[src/rtl/fp_cmp_pipe.sv]
// Two-stage pipelined floating-point comparator with valid/ready handshake,
// operand class flags and a sticky invalid flag. Define FP_CMP_MINMAX_EN to add min_out/max_out.
module fp_cmp_pipe #(
  parameter int EXP_W = 5,
  parameter int MAN_W = 10,
  localparam int W = 1 + EXP_W + MAN_W
) (
  input  logic         clk,
  input  logic         reset_n,
  input  logic         in_valid,
  output logic         in_ready,
  input  logic [W-1:0] x,
  input  logic [W-1:0] y,
  output logic         out_valid,
  input  logic         out_ready,
  output logic         lt,
  output logic         eq,
  output logic         gt,
  output logic         unordered,
  output logic         nan,
  output logic         snan,
  output logic         inf,
  output logic         subnormal,
  output logic         sticky_invalid,
  input  logic         sticky_clr
`ifdef FP_CMP_MINMAX_EN
  ,
  output logic [W-1:0] min_out,
  output logic [W-1:0] max_out
`endif
);

  typedef struct packed {
    logic zero;
    logic sub;
    logic inf;
    logic nan;
    logic snan;
  } cls_t;

  typedef struct packed {
    logic any_nan;
    logic any_snan;
    logic any_inf;
    logic any_sub;
    logic both_zero;
    logic sign_x;
    logic sign_y;
    logic mag_lt;
    logic mag_eq;
`ifdef FP_CMP_MINMAX_EN
    logic         nan_x;
    logic         nan_y;
    logic         x_le_y;
    logic [W-1:0] xv;
    logic [W-1:0] yv;
`endif
  } s1_t;

  typedef struct packed {
    logic lt;
    logic eq;
    logic gt;
    logic unordered;
    logic nan;
    logic snan;
    logic inf;
    logic subnormal;
  } s2_t;

  function automatic cls_t classify(input logic [W-1:0] v);
    logic [EXP_W-1:0] e;
    logic [MAN_W-1:0] m;
    cls_t             c;
    e      = v[W-2:MAN_W];
    m      = v[MAN_W-1:0];
    c.zero = (e == '0) && (m == '0);
    c.sub  = (e == '0) && (m != '0);
    c.inf  = (e == '1) && (m == '0);
    c.nan  = (e == '1) && (m != '0);
    c.snan = c.nan && !m[MAN_W-1];
    return c;
  endfunction

  logic vld_p1_q, vld_p1_d;
  logic vld_p2_q, vld_p2_d;
  logic sticky_q, sticky_d;
  logic s2_ready, in_xfer, s2_load;
  cls_t cls_x, cls_y;
  s1_t  s1_q, s1_d;
  s2_t  s2_q, s2_d;

  always_comb begin
    s2_ready = !vld_p2_q || out_ready;
    in_ready = !vld_p1_q || s2_ready;
    in_xfer  = in_valid && in_ready;
    s2_load  = vld_p1_q && s2_ready;
    vld_p1_d = in_xfer || (vld_p1_q && !s2_ready);
    vld_p2_d = s2_load || (vld_p2_q && !out_ready);
    // A new snan result arriving in S2 outranks a simultaneous clear.
    sticky_d = (s2_load && s1_q.any_snan) || (sticky_q && !sticky_clr);
  end

  always_ff @(posedge clk) begin
    if (!reset_n) begin
      vld_p1_q <= 1'b0;
      vld_p2_q <= 1'b0;
      sticky_q <= 1'b0;
      s2_q     <= '0;
    end else begin
      vld_p1_q <= vld_p1_d;
      vld_p2_q <= vld_p2_d;
      sticky_q <= sticky_d;
      s2_q     <= s2_d;
    end
  end

  // ---- Stage 1: operand classification and field compares ----
  always_comb begin
    cls_x = classify(x);
    cls_y = classify(y);
    s1_d  = s1_q;
    if (in_xfer) begin
      s1_d.any_nan   = cls_x.nan  || cls_y.nan;
      s1_d.any_snan  = cls_x.snan || cls_y.snan;
      s1_d.any_inf   = cls_x.inf  || cls_y.inf;
      s1_d.any_sub   = cls_x.sub  || cls_y.sub;
      s1_d.both_zero = cls_x.zero && cls_y.zero;
      s1_d.sign_x    = x[W-1];
      s1_d.sign_y    = y[W-1];
      s1_d.mag_lt    = x[W-2:0] <  y[W-2:0];
      s1_d.mag_eq    = x[W-2:0] == y[W-2:0];
`ifdef FP_CMP_MINMAX_EN
      s1_d.nan_x     = cls_x.nan;
      s1_d.nan_y     = cls_y.nan;
      // Total order for min/max: sign first, so -0 sorts below +0.
      if (x[W-1] != y[W-1])
        s1_d.x_le_y  = x[W-1];
      else if (x[W-1])
        s1_d.x_le_y  = !(x[W-2:0] < y[W-2:0]);
      else
        s1_d.x_le_y  = x[W-2:0] <= y[W-2:0];
      s1_d.xv        = x;
      s1_d.yv        = y;
`endif
    end
  end

  always_ff @(posedge clk) begin
    s1_q <= s1_d;
  end

  // ---- Stage 2: final ordering and class flags ----
  always_comb begin
    s2_d = s2_q;
    if (s2_load) begin
      s2_d           = '0;
      s2_d.nan       = s1_q.any_nan;
      s2_d.snan      = s1_q.any_snan;
      s2_d.inf       = s1_q.any_inf;
      s2_d.subnormal = s1_q.any_sub;
      if (s1_q.any_nan)
        s2_d.unordered = 1'b1;
      else if (s1_q.both_zero)
        s2_d.eq = 1'b1;
      else if (s1_q.sign_x != s1_q.sign_y) begin
        s2_d.lt = s1_q.sign_x;
        s2_d.gt = !s1_q.sign_x;
      end else if (s1_q.mag_eq)
        s2_d.eq = 1'b1;
      else if (s1_q.mag_lt ^ s1_q.sign_x)
        s2_d.lt = 1'b1;
      else
        s2_d.gt = 1'b1;
    end
  end

`ifdef FP_CMP_MINMAX_EN
  localparam logic [W-1:0] QNAN = {1'b0, {EXP_W{1'b1}}, {MAN_W{1'b0}}} | (W'(1) << (MAN_W - 1));

  logic [W-1:0] min_p2_q, min_p2_d;
  logic [W-1:0] max_p2_q, max_p2_d;

  always_comb begin
    min_p2_d = min_p2_q;
    max_p2_d = max_p2_q;
    if (s2_load) begin
      if (s1_q.nan_x && s1_q.nan_y) begin
        min_p2_d = QNAN;
        max_p2_d = QNAN;
      end else if (s1_q.nan_x) begin
        min_p2_d = s1_q.yv;
        max_p2_d = s1_q.yv;
      end else if (s1_q.nan_y) begin
        min_p2_d = s1_q.xv;
        max_p2_d = s1_q.xv;
      end else if (s1_q.x_le_y) begin
        min_p2_d = s1_q.xv;
        max_p2_d = s1_q.yv;
      end else begin
        min_p2_d = s1_q.yv;
        max_p2_d = s1_q.xv;
      end
    end
  end

  always_ff @(posedge clk) begin
    min_p2_q <= min_p2_d;
    max_p2_q <= max_p2_d;
  end

  assign min_out = min_p2_q;
  assign max_out = max_p2_q;
`endif

  assign out_valid      = vld_p2_q;
  assign sticky_invalid = sticky_q;
  assign {lt, eq, gt, unordered, nan, snan, inf, subnormal} = s2_q;

endmodule

[config.mk]
export PLATFORM = sky130hd
export DESIGN_NAME = fp_cmp_pipe
export DESIGN_NICKNAME = d
export VERILOG_FILES = /design/src/rtl/fp_cmp_pipe.sv
export SDC_FILE = /design/constraint.sdc
export NUM_CORES = 1
export LEC_CHECK = 0
export BUFFER_PORTS_ARGS = -buffer_cell sky130_fd_sc_hd__buf_2
export CAP_MARGIN = 10
export CORE_MARGIN = 2
export CORE_UTILIZATION = 54
export CTS_BUF_LIST = sky130_fd_sc_hd__clkbuf_4 sky130_fd_sc_hd__clkbuf_8
export DETAILED_ROUTE_END_ITERATION = 12
export GPL_TIMING_DRIVEN = 1
export HOLD_SLACK_MARGIN = 0.06
export PLACE_DENSITY_LB_ADDON = 0.2
export SETUP_SLACK_MARGIN = 0.3
export SLEW_MARGIN = 20
export SYNTH_ARGS = -nofsm -noshare
export SYNTH_HDL_FRONTEND = slang
export SYNTH_SLANG_ARGS = --single-unit
[constraint.sdc]
create_clock -name clk -period 2.97 [get_ports clk]
set_clock_uncertainty 0.15 [all_clocks]
set_input_delay 0.297 -clock clk [delete_from_list [all_inputs] [get_ports clk]]
set_output_delay 0.297 -clock clk [all_outputs]
set_load 0.02 [all_outputs]
Word-level counts from Yosys, hierarchy flattened
Index checks and enable logic that the tools add are counted.

operators by class
  magnitude comparators = 1
  equality and inequality tests = 4
  muxes and demuxes = 13
  bitwise operators = 1
  reductions and logical operators = 40

operator list
  cell                                   number
  10-bit zero test                       2
  10-bit nonzero test                    2
  1-bit logical AND                      17
  15-bit == test                         1
  15-bit < comparator                    1
  1-bit two-way mux                      12
  5-bit == test (second input constant)  2
  5-bit zero test                        2
  1-bit logical OR                       9
  1-bit zero test                        8
  3-bit two-way mux                      1
  1-bit inequality test                  1
  1-bit bitwise XOR                      1

storage, ports and cells
  flip-flop bits (word level) = 20
  bits of input ports = 37
  output and inout bits = 11
  word-level logic and storage cells = 79

Logic depth before layout (Yosys ltp)
  word-level depth = 6
  gate-level depth with buffers = 6
  mapped depth without buffers = 6

Worst setup path before layout
No wires, ideal clock.

  kind = flip-flop to flip-flop
  from = register vld_p2_q, in the netlist out_valid
  to = register s2_q (netlist bit gt)
  setup time = 0.070 ns
  data arrival time = 1.363 ns
  required time = 2.750 ns
  path slack = 1.387 ns
  cell stages (with the launch flop) = 6
  buffers on the path = 1
  period minus slack after synthesis = 1.583 ns
  cells stage by stage = dfxtp_1 -> nor2b_4 -> nand2b_4 -> buf_6 -> or4b_1 -> a21boi_1

on the way
  longest elaborated chain between the ends = 3

RTL lines
  element                 RTL line  text
  start, declared         86        logic vld_p2_q, vld_p2_d;
  start signal, assigned  112       vld_p2_q <= vld_p2_d;
  1-bit zero test         94        s2_ready = !vld_p2_q || out_ready;
  1-bit logical OR        94
  1-bit logical AND       97        s2_load = vld_p1_q && s2_ready;
  end signal, assigned    109       s2_q <= '0;
  end signal, assigned    114       s2_q <= s2_d;
  end, declared           91        s2_t s2_q, s2_d;

No other way between the ends.
A chain may end at the register's enable or synchronous reset.

Worst setup path in the final report
  from = register s1_q[3] (netlist name)
  to = register s2_q (netlist bit gt)

on the way
  longest elaborated chain between the ends = 6
  elaborated cells on any way between the ends = 8
  classes of those cells = eq/ne: 1; mux: 5; bitwise: 1; reduce/logical: 1

RTL lines
  element                 RTL line  text
  start, declared         90        s1_t s1_q, s1_d;
  start signal, assigned  150       s1_q <= s1_d;
  1-bit bitwise XOR       171       else if (s1_q.mag_lt ^ s1_q.sign_x)
  1-bit two-way mux       171
  1-bit two-way mux       169       end else if (s1_q.mag_eq)
  1-bit two-way mux *     166       else if (s1_q.sign_x != s1_q.sign_y) begin
  1-bit two-way mux *     164       else if (s1_q.both_zero)
  3-bit two-way mux *     162       if (s1_q.any_nan)

Mark *: on every way between the ends. The rest lies on a longest branch, timed or not.

==> run summary <==
Reg clk slew, reported paths = 0.10 ns
hold slack = 0.08627 ns
buffers and inverters on the worst path = 0
worst relative slew slack = 0.7452
top_reg_cell synth = dfxtp_1
DR iter-0 viols = 17
most frequent cells in the layout = 47 x buf_2, 16 x inv_1, 15 x ha_1
PortBufs = 47
Power Density = 362.5 nW/um2
worst path cell trace = xnor2_1, a21oi_1, or4b_1, a21boi_1
Synth Instances = 131
Initial Util = 0.5614
CP delay by family, top = flip-flops
WL per Instance = 12.45 um
Critical R2R Capture = gt
busiest layer in global routing = met2
Layout area overhead = 24.52%
Max Slew Vio Count = 0
Max-cap violations = 0
Mean Syn Cell Area = 9.389 um2
CTS Buf Count = 3
Finished Layout Cells = 210
master of the slowest instance on the critical path = edfxtp_1
Synth cell types = 36
fmax = 650.2 MHz
GRT met1 Usage = 0.2407
Comb pwr share = 0.218
run status = complete, no violations
fill count = 188
Core Region = 2191 um2
Row Count = 17
placed insts = 204
Fin Setup TNS = 0 ns
Fin. Hold Viols = 0
fin crit share = 0.5178
RSZ-0062 raised after global routing = false
slowest stage delay, CP = 0.45 ns
share of the yosys chip area belonging to registers = 0.3825
GR Util met3 = 0.03736
ys async rst share = 0
Setup crit end = gt
Layout Nets = 235
Detailed Route WL = 2615 um
CTS sink cnt = 19
leak pwr = 0.7502 nW
Pre-antenna DRT Iters = 4
critical path depth = 4
full die area = 2675 um2
total nets after synthesis = 183
Global Route Usage Sum = 0.2202
postcts setup bufs = 0
commonest non-fill, non-tap cell in the layout = buf_2
Post-synth EDFFs = 9
Ys Warns = 0
Net Switching = 0.0001484 W
switching fraction of total power = 0.2673
num ports = 48
initial antenna violation count = 0
largest net degree at the start of global routing = 11
hold crit path type = input pin to flop
Die Y-Extent = 51.73 um
worst r2r src = s1_q[3]
r2r setup slk = 1.43 ns
Setup-failing EPs final = 0
Startpoint Class = flop
flops & latches, synth = 19
maximum clock path buffer count = 2
Worst Setup End Kind = flop
Via Count = 1143
Worst Reg2Reg Path Length in Cells = 4
layout cells sized above 1 = 0.2912
crit-path max FO = 4
DRC Markers = 0
Crit Path Class = flop to flop
CTS root buf = clkbuf_4
CP required = 3.06 ns
routing usage on met2 = 0.4081
routed vias/inst = 5.443
share of power burned in the clock network = 0.250
remaining global-route overflow = 0
Max VDD drop = 0.0002046 V
worst-margin pin slew = 0.3822 ns
CP arrival = 1.63 ns
Post-Synthesis Cell Area = 1230 um2
CTS tree = built
CP Launch Point = s1_q[3]
Final Core Density = 0.6990
hpwl dp = 2226 um
n_diodes = 0
antenna viol nets, final = 0
H-tree depth = 1
internal power = 0.0004067 W
vias in the first global route = 1057
worst-skew pair later-pin latency = 0.30 ns
first-pass GRT wire length = 4353 um
RePlAce Congestion = 0.8413
overall die width = 51.73 um
min Tclk post-route = 1.538 ns
sequential power share = 0.532
-- flip-flops by register name, indices dropped and copies added, names as in the netlist --
| name | flops |
|---|---|
| eq | 1 |
| gt | 1 |
| inf | 1 |
| lt | 1 |
| out_valid | 1 |
| s1_q | 9 |
| snan | 1 |
| sticky_invalid | 1 |
| subnormal | 1 |
| unordered | 1 |
| vld_p1_q | 1 |
-- cells in the mapped netlist (all sizes together) (3+ instances only) --
cell	number	area, um2
edfxtp	9	270.3
a21oi	8	40.04
nor4	5	31.28
dfxtp	10	200.2
nand2	10	37.54
nor2	6	22.52
a21boi	5	37.53
nand4	4	25.02
ha	15	187.7
nand3	5	25.02
nor2b	6	45.04
nand2b	4	32.53
inv	16	60.06
mux2i	3	30.03
-- cell type report --
cell class              count  area [um2]  area share
clock buffers               4       30.03     0.01961
inverters                  16       60.06     0.03922
multi-input cells          94       680.7      0.4444
flip-flops and latches     19       470.5      0.3072
well taps                  28       35.03     0.02288
repair buffers             49       255.2      0.1667
-- layer usage --
| metal | wire length (um) | vias to the layer above |
|---|---|---|
| li1 | - | 576 |
| met1 | 1029 | 515 |
| met2 | 1388 | 46 |
| met3 | 152 | 6 |
| met4 | 44 | 0 |
| met5 | 0 | - |
-- cell families after synthesis --
kind of cell               share of synthesized area
and+or+nand+nor                               0.2391
muxes                                        0.02442
xor gates and xnor gates                    0.007122
DFF                                           0.3825
AOI/OAI and AO/OA                             0.1302
buffers and inverters                        0.06409
adders and majority gates                     0.1526
-- power groups by stage --
stage / clock network [W] / logic (W) / registers (W)
floorplan: 0 / 0.0000638 / 0.000306
global placement: 0 / 0.000112 / 0.000301
detailed placement: 0 / 0.000119 / 0.000302
CTS: 0.000145 / 0.000121 / 0.000296
global route: 0.000153 / 0.000138 / 0.000297
finish: 0.000139 / 0.000121 / 0.000295
-- worst min-delay path: stages --
cell     delay, ns
buf_2         0.08
a21oi_1       0.03
nor2b_1       0.09
-- worst min path at each step --
stage	startpoint	endpoint	slack, ns	cells past startpoint
4_1_cts	in_valid	vld_p1_q	0.08	3
5_1_grt	in_valid	vld_p1_q	0.11	3
6_report	in_valid	vld_p1_q	0.09	3
3_5_place_dp	gt	gt	0.30	2
2_1_floorplan	y[15]	s1_q[2]	0.25	0
3_3_place_gp	eq	eq	0.29	2
-- metrics by stage --
stage          cell area (um2)  setup WS (ns)  total power (W)
2_1_floorplan             1230          1.387        0.0003694
3_5_place_dp              1481          1.275        0.0004202
4_1_cts                   1531          1.422        0.0005622
6_report                  1531          1.432        0.0005552
5_1_grt                   1531          1.342        0.0005879
3_3_place_gp              1481          1.269        0.0004130
-- repair_timing --
item	4_1_cts	5_1_grt
hold buffers	2	0
gates resized for setup	0	0
hold endpoints to repair	2	0
Power figures use the tool's default switching activity.
